--- config.mk ---
export PLATFORM = sky130hd
export DESIGN_NAME = debounce_filter_array_flat
export DESIGN_NICKNAME = d
export VERILOG_FILES = /design/src/rtl/debounce_filter_array_if.sv /design/src/rtl/debounce_filter_array.sv /design/src/flat_wrapper.sv
export SDC_FILE = /design/constraint.sdc
export NUM_CORES = 1
export LEC_CHECK = 0
export CAP_MARGIN = 20
export CORE_AREA = 2 2 62 64
export CTS_CLUSTER_SIZE = 12
export DETAILED_ROUTE_END_ITERATION = 10
export DIE_AREA = 0 0 64 66
export HOLD_SLACK_MARGIN = 0.1
export PLACE_DENSITY = 0.73
export SLEW_MARGIN = 20
export SYNTH_ARGS = -nofsm -noshare
export SYNTH_HDL_FRONTEND = slang
export SYNTH_SLANG_ARGS = --single-unit
export TNS_END_PERCENT = 50
--- constraint.sdc ---
create_clock -name clk -period 2.3 [get_ports clk]
set_input_delay 0.345 -clock clk [delete_from_list [all_inputs] [get_ports clk]]
set_output_delay 0.345 -clock clk [all_outputs]
set_load 0.01 [all_outputs]
--- src/rtl/debounce_filter_array_if.sv ---
// Sample-side bundle for debounce_filter_array: strobe, mode, raw inputs and
// the filtered level with its edge pulses.
interface debounce_filter_array_if #(
  parameter int unsigned CH = 4
);
  logic          en;
  logic          mode;
  logic [CH-1:0] din;
  logic [CH-1:0] y;
  logic [CH-1:0] rise;
  logic [CH-1:0] fall;

  modport master (output en, mode, din, input y, rise, fall);
  modport slave  (input en, mode, din, output y, rise, fall);
endinterface

--- src/rtl/debounce_filter_array.sv ---
// Per-channel shift-window debouncer with unanimous or majority (tie-hold)
// decision, registered level output and one-cycle rise/fall pulses.
module debounce_filter_array #(
  parameter int unsigned CH    = 4,
  parameter int unsigned DEPTH = 4
) (
  input logic                    clk,
  input logic                    rst_n,
  debounce_filter_array_if.slave bus
);
  localparam int unsigned CW = $clog2(DEPTH + 1);
  localparam logic [CW:0] DepthC = (CW + 1)'(DEPTH);

  logic [DEPTH-1:0] sh_q  [CH];
  logic [DEPTH-1:0] sh_d  [CH];
  logic [CW-1:0]    cnt_q [CH];
  logic [CW-1:0]    cnt_d [CH];
  logic [CH-1:0]    y_q, y_d;
  logic [CH-1:0]    rise_q, rise_d;
  logic [CH-1:0]    fall_q, fall_d;

  always_comb begin
    for (int i = 0; i < int'(CH); i++) begin
      sh_d[i]  = sh_q[i];
      cnt_d[i] = cnt_q[i];
      y_d[i]   = y_q[i];
      if (bus.en) begin
        sh_d[i]  = {sh_q[i][DEPTH-2:0], bus.din[i]};
        // Add incoming and drop outgoing bit in one step; never leaves 0..DEPTH.
        cnt_d[i] = cnt_q[i] + CW'(bus.din[i]) - CW'(sh_q[i][DEPTH-1]);
        if (!bus.mode) begin
          if (&sh_d[i]) begin
            y_d[i] = 1'b1;
          end else if (~|sh_d[i]) begin
            y_d[i] = 1'b0;
          end
        end else begin
          if ({cnt_d[i], 1'b0} > DepthC) begin
            y_d[i] = 1'b1;
          end else if ({cnt_d[i], 1'b0} < DepthC) begin
            y_d[i] = 1'b0;
          end
        end
      end
    end
    rise_d = y_d & ~y_q;
    fall_d = ~y_d & y_q;
  end

  always_ff @(posedge clk) begin
    if (!rst_n) begin
      for (int i = 0; i < int'(CH); i++) begin
        sh_q[i]  <= '0;
        cnt_q[i] <= '0;
      end
      y_q    <= '0;
      rise_q <= '0;
      fall_q <= '0;
    end else begin
      for (int i = 0; i < int'(CH); i++) begin
        sh_q[i]  <= sh_d[i];
        cnt_q[i] <= cnt_d[i];
      end
      y_q    <= y_d;
      rise_q <= rise_d;
      fall_q <= fall_d;
    end
  end

  assign bus.y    = y_q;
  assign bus.rise = rise_q;
  assign bus.fall = fall_q;
endmodule

--- src/flat_wrapper.sv ---
// flat-port wrapper written by rule: the top's interface ports become plain ports
module debounce_filter_array_flat 
#(
  parameter int unsigned CH    = 4,
  parameter int unsigned DEPTH = 4
)
  (clk, rst_n, bus_en, bus_mode, bus_din, bus_y, bus_rise, bus_fall);
  debounce_filter_array_if #(.CH(CH)) bus_i ();
  input logic clk;
  input logic rst_n;
  input wire logic [$bits(bus_i.en)-1:0] bus_en;
  input wire logic [$bits(bus_i.mode)-1:0] bus_mode;
  input wire logic [$bits(bus_i.din)-1:0] bus_din;
  output wire logic [$bits(bus_i.y)-1:0] bus_y;
  output wire logic [$bits(bus_i.rise)-1:0] bus_rise;
  output wire logic [$bits(bus_i.fall)-1:0] bus_fall;
  assign bus_i.en = bus_en;
  assign bus_i.mode = bus_mode;
  assign bus_i.din = bus_din;
  assign bus_y = bus_i.y;
  assign bus_rise = bus_i.rise;
  assign bus_fall = bus_i.fall;
  debounce_filter_array #(.CH(CH), .DEPTH(DEPTH)) u_core (.clk(clk), .rst_n(rst_n), .bus(bus_i));
endmodule
==> impl_results.md <==
- Outcome: finished, final reports clean
- Number of cells on the worst reg-to-reg path: 9
- Root Driver: clkbuf_4
- Startpoint of the most critical register-to-register path: u_core.cnt_q[1][0]
- Clock Skews: 0.002943 ns
- Number of different library cells in the post-synthesis netlist: 27
- Logic depth of the worst path, buffers included: 9
- Wire per inst: around 13 um
- Total of cells resized after clock tree synthesis: 0
- Post-CTS setup repair buffer count: 0
- Maximum clock frequency: about 0.48 GHz
- Kind of cell adding the most delay to the critical path: adder cells
- WP data arrival: 2.31 ns
- Weighted congestion reported at the end of routability-driven placement: 0.7838
- Synthesized cell area: between 1500 and 2000 sq um
- Std cell rows: 22
- Fraction of post-synthesis cell area in the top cell type by area: 0.4261
- Antenna Diode Count: 0
- Hold-critical path endpoint: u_core.cnt_q[1][2]
- Number of instances in the synthesized netlist: between 150 and 200
- Global-route wire length before repair: 5.727 mm
- Category of the most critical setup path: reg -> reg
- Number of register bits inferred by synthesis: 40
- Required time worst endpoint: approximately 2.5 ns
- NumNets Final: around 220
- Number of max-capacitance violations reported: 0
- Initial core utilization: 0.5292
- Critical Path Sink Type: register
- Number of placed instances with taps included: approximately 240
- Vias in the first global route: ~1,300
- Antenna violations before repair: 0
- Dpl cell area: 2101 sq um
- P_leak: just over 0.0009 uW
- Post-layout util: 0.6142
- Count of port buffers added during placement: 19
- Post-layout worst setup margin: ~0.23 ns
- Area Growth Syn to Fin: 16.05%
- Final hold violation count: 0
- Top cells by area in the synthesized netlist: dfxtp_1, mux2i_1, nor2_1
- Slew @ Worst Pin: around 0.47 ns
- Largest fanout on the critical path: 3
- Critical path cell sequence: inv_1, ha_1, inv_1, ha_1, inv_1, fa_1, xnor3_1, o211ai_2, a32o_1
- Core ar.: roughly 3600 sq um
- Later-pin clock latency in the skew report: 0.34 ns
- CP Buf/Inv Count: 3
- Ratio of final minimum period to clock period: 0.8995
- Die Span Y: 66 um
- Maximum number of pins on one net before global-route repair: 29
- Die ar.: about 4200 sq um
- Crit-path max cell delay: roughly 0.44 ns
- Die Width: ~64 um
- Number of buffers added by the clock tree synthesis step: 5
- Fraction of layout instances using a drive strength above 1: 0.07389
- Most used cell, CP: inv_1
- Number of routed nets with antenna violations: 0
- Iteration count of the initial detailed-routing pass: 4
- Endpoint of the most critical register-to-register path: u_core.bus.y[1]
- Hold WC Path Type: reg -> reg
- Initial detailed-routing violation count: 55
- Post-synth net total: around 200
- Post-CTS Hold Fix Bufs: 0
- DRC violations left: 0
- Sum of net half-perimeters after detailed placement: 2.354 mm
- # IOs: 20
- Post-synthesis cell type with the largest combined area: dfxtp_1
- Number of buffers on the longest clock path: 2
- Register-to-register setup slack: approximately 0.23 ns
- All-Layer GR Usage: 0.1737
- Cell type of the slowest stage on the worst timing path: fa_1
- Post-synthesis sequential area ratio: 0.4261
- DR vias/cell: around 5.3
- Clock transition at path regs: 0.12 ns
- Post-layout minimum cycle time: 2.069 ns
- Final Max Tran Viols: 0
- Kind of start point of the critical path: register
- Setup WS pre-CTS: -0.001440 ns
- Max-slew headroom at the worst pin: 0.6879
- Instance count along the most critical hold path: 2
- Final setup TNS: 0 ns
- Warning count from the yosys run: 0
- Setup repair after global routing missed its margin: no
- Mean cell area of the mapped netlist: 10.38 sq um
- Total via count in the routed design: ~1,300
- Congestion Overflow GR: 0
- Number of H-tree branching levels: 2
- Total length of routed wires: approximately 3.2 mm
- Min-delay src: u_core.cnt_q[1][2]
- Maximum resistive drop on vdd: ~0.00037 V
- Area of all placed cells without fillers: approximately 2200 sq um
- P per Cell Area: about 700 nW/um^2
- TritonCTS clock tree: built
- Number of endpoints failing setup at the final stage: 0
- Finished Layout Cells: about 250
- TritonCTS sink count: 40
metal layers:
metal  part of all wire  vias to the layer above  global-route usage
met4             0.0055                        0             0.04891
li1                   -                      682                   -
met2               0.52                       16              0.3086
met1               0.44                      628              0.2026
met5                  0                        -                   0
met3              0.028                        2             0.05111
final cells by class:
class / count / area, sq um
Timing Repair Buffer: 21 / 205.2
Clock inverter: 3 / 42.54
Multi-Input combinational cell: 120 / 982.2
Fill cell: 307 / 1370
Tap cell: 48 / 60.06
Clock buffer: 5 / 37.54
Sequential cell: 40 / 800.8
Inverter: 14 / 52.55
through the flow:
step	total power, uW	hold WS [ns]
final	1484	0.5027
after CTS	1505	0.5020
after global routing	1560	0.5259
after global placement	1028	0.4721
after floorplan	965.7	0.4591
after detailed placement	1042	0.4813
synthesized netlist by cell type, drive strengths merged:
cell / instances
fa: 4
a211oi: 4
and2: 1
mux2i: 20
buf: 7
dfxtp: 40
o21ai: 3
o211ai: 4
o21bai: 4
ha: 8
nor4: 4
a32o: 4
nand2: 5
nor2b: 4
nor2: 28
or3: 3
xnor2: 3
xnor3: 4
a21oi: 8
and4b: 4
nand2b: 1
a41oi: 4
inv: 14
worst register-to-register path, stage by stage, from the launching register on:
cell and delay, ns:
dfxtp_1 0.35, inv_1 0.05, ha_1 0.27, inv_1 0.06
ha_1 0.13, inv_1 0.05, fa_1 0.44, xnor3_1 0.24
o211ai_2 0.11, a32o_1 0.29
flip-flops by register name (all words and copies together) (netlist names):
name / count
u_core.bus.fall: 4
u_core.bus.y: 4
u_core.sh_q: 16
u_core.bus.rise: 4
u_core.cnt_q: 12
kinds of logic after synthesis:
kind of cell / count (synthesis) / share of synthesized area
xor+xnor: 7 / 0.06192
fa+ha+maj: 12 / 0.09588
buf+inv: 21 / 0.05126
flops: 40 / 0.4261
simple gates: 50 / 0.1305
compound gates: 31 / 0.1278
mux: 20 / 0.1065
cell usage in the layout, fill, tap and decap left out:
cell	instances
and4b_1	4
nor4_1	4
ha_1	8
nand2_1	5
and2_1	1
o21ai_0	3
a41oi_1	4
a32o_1	4
clkbuf_4	5
clkdlybuf4s50_1	19
fa_1	4
a21oi_1	8
clkinv_2	1
mux2i_1	20
xnor3_1	4
xnor2_1	3
buf_4	2
inv_1	13
bufinv_16	1
nor2b_1	4
o211ai_2	4
clkinvlp_4	1
or3_1	3
inv_2	1
nor2_1	28
nand2b_1	1
dfxtp_1	40
a211oi_1	4
o21bai_1	4
how the worst max path moves through the flow:
stage | startpoint | endpoint
after floorplan | u_core.cnt_q[1][0] | u_core.bus.y[1]
after global placement | bus_din[1] | u_core.bus.y[1]
after detailed placement | bus_din[1] | u_core.bus.y[1]
after CTS | u_core.cnt_q[1][0] | u_core.bus.y[1]
after global routing | u_core.cnt_q[1][0] | u_core.bus.y[1]
final | u_core.cnt_q[1][0] | u_core.bus.y[1]
report_power, final:
part           switching (uW)  total [uW]  leakage (uW)  internal, uW
combinational             121         260      0.000543           140
sequential               32.5         764      0.000327           731
clock                     233         460     0.0000412           227
total                     386        1480      0.000911          1100
Note: power is estimated with default switching activity, not from simulation.
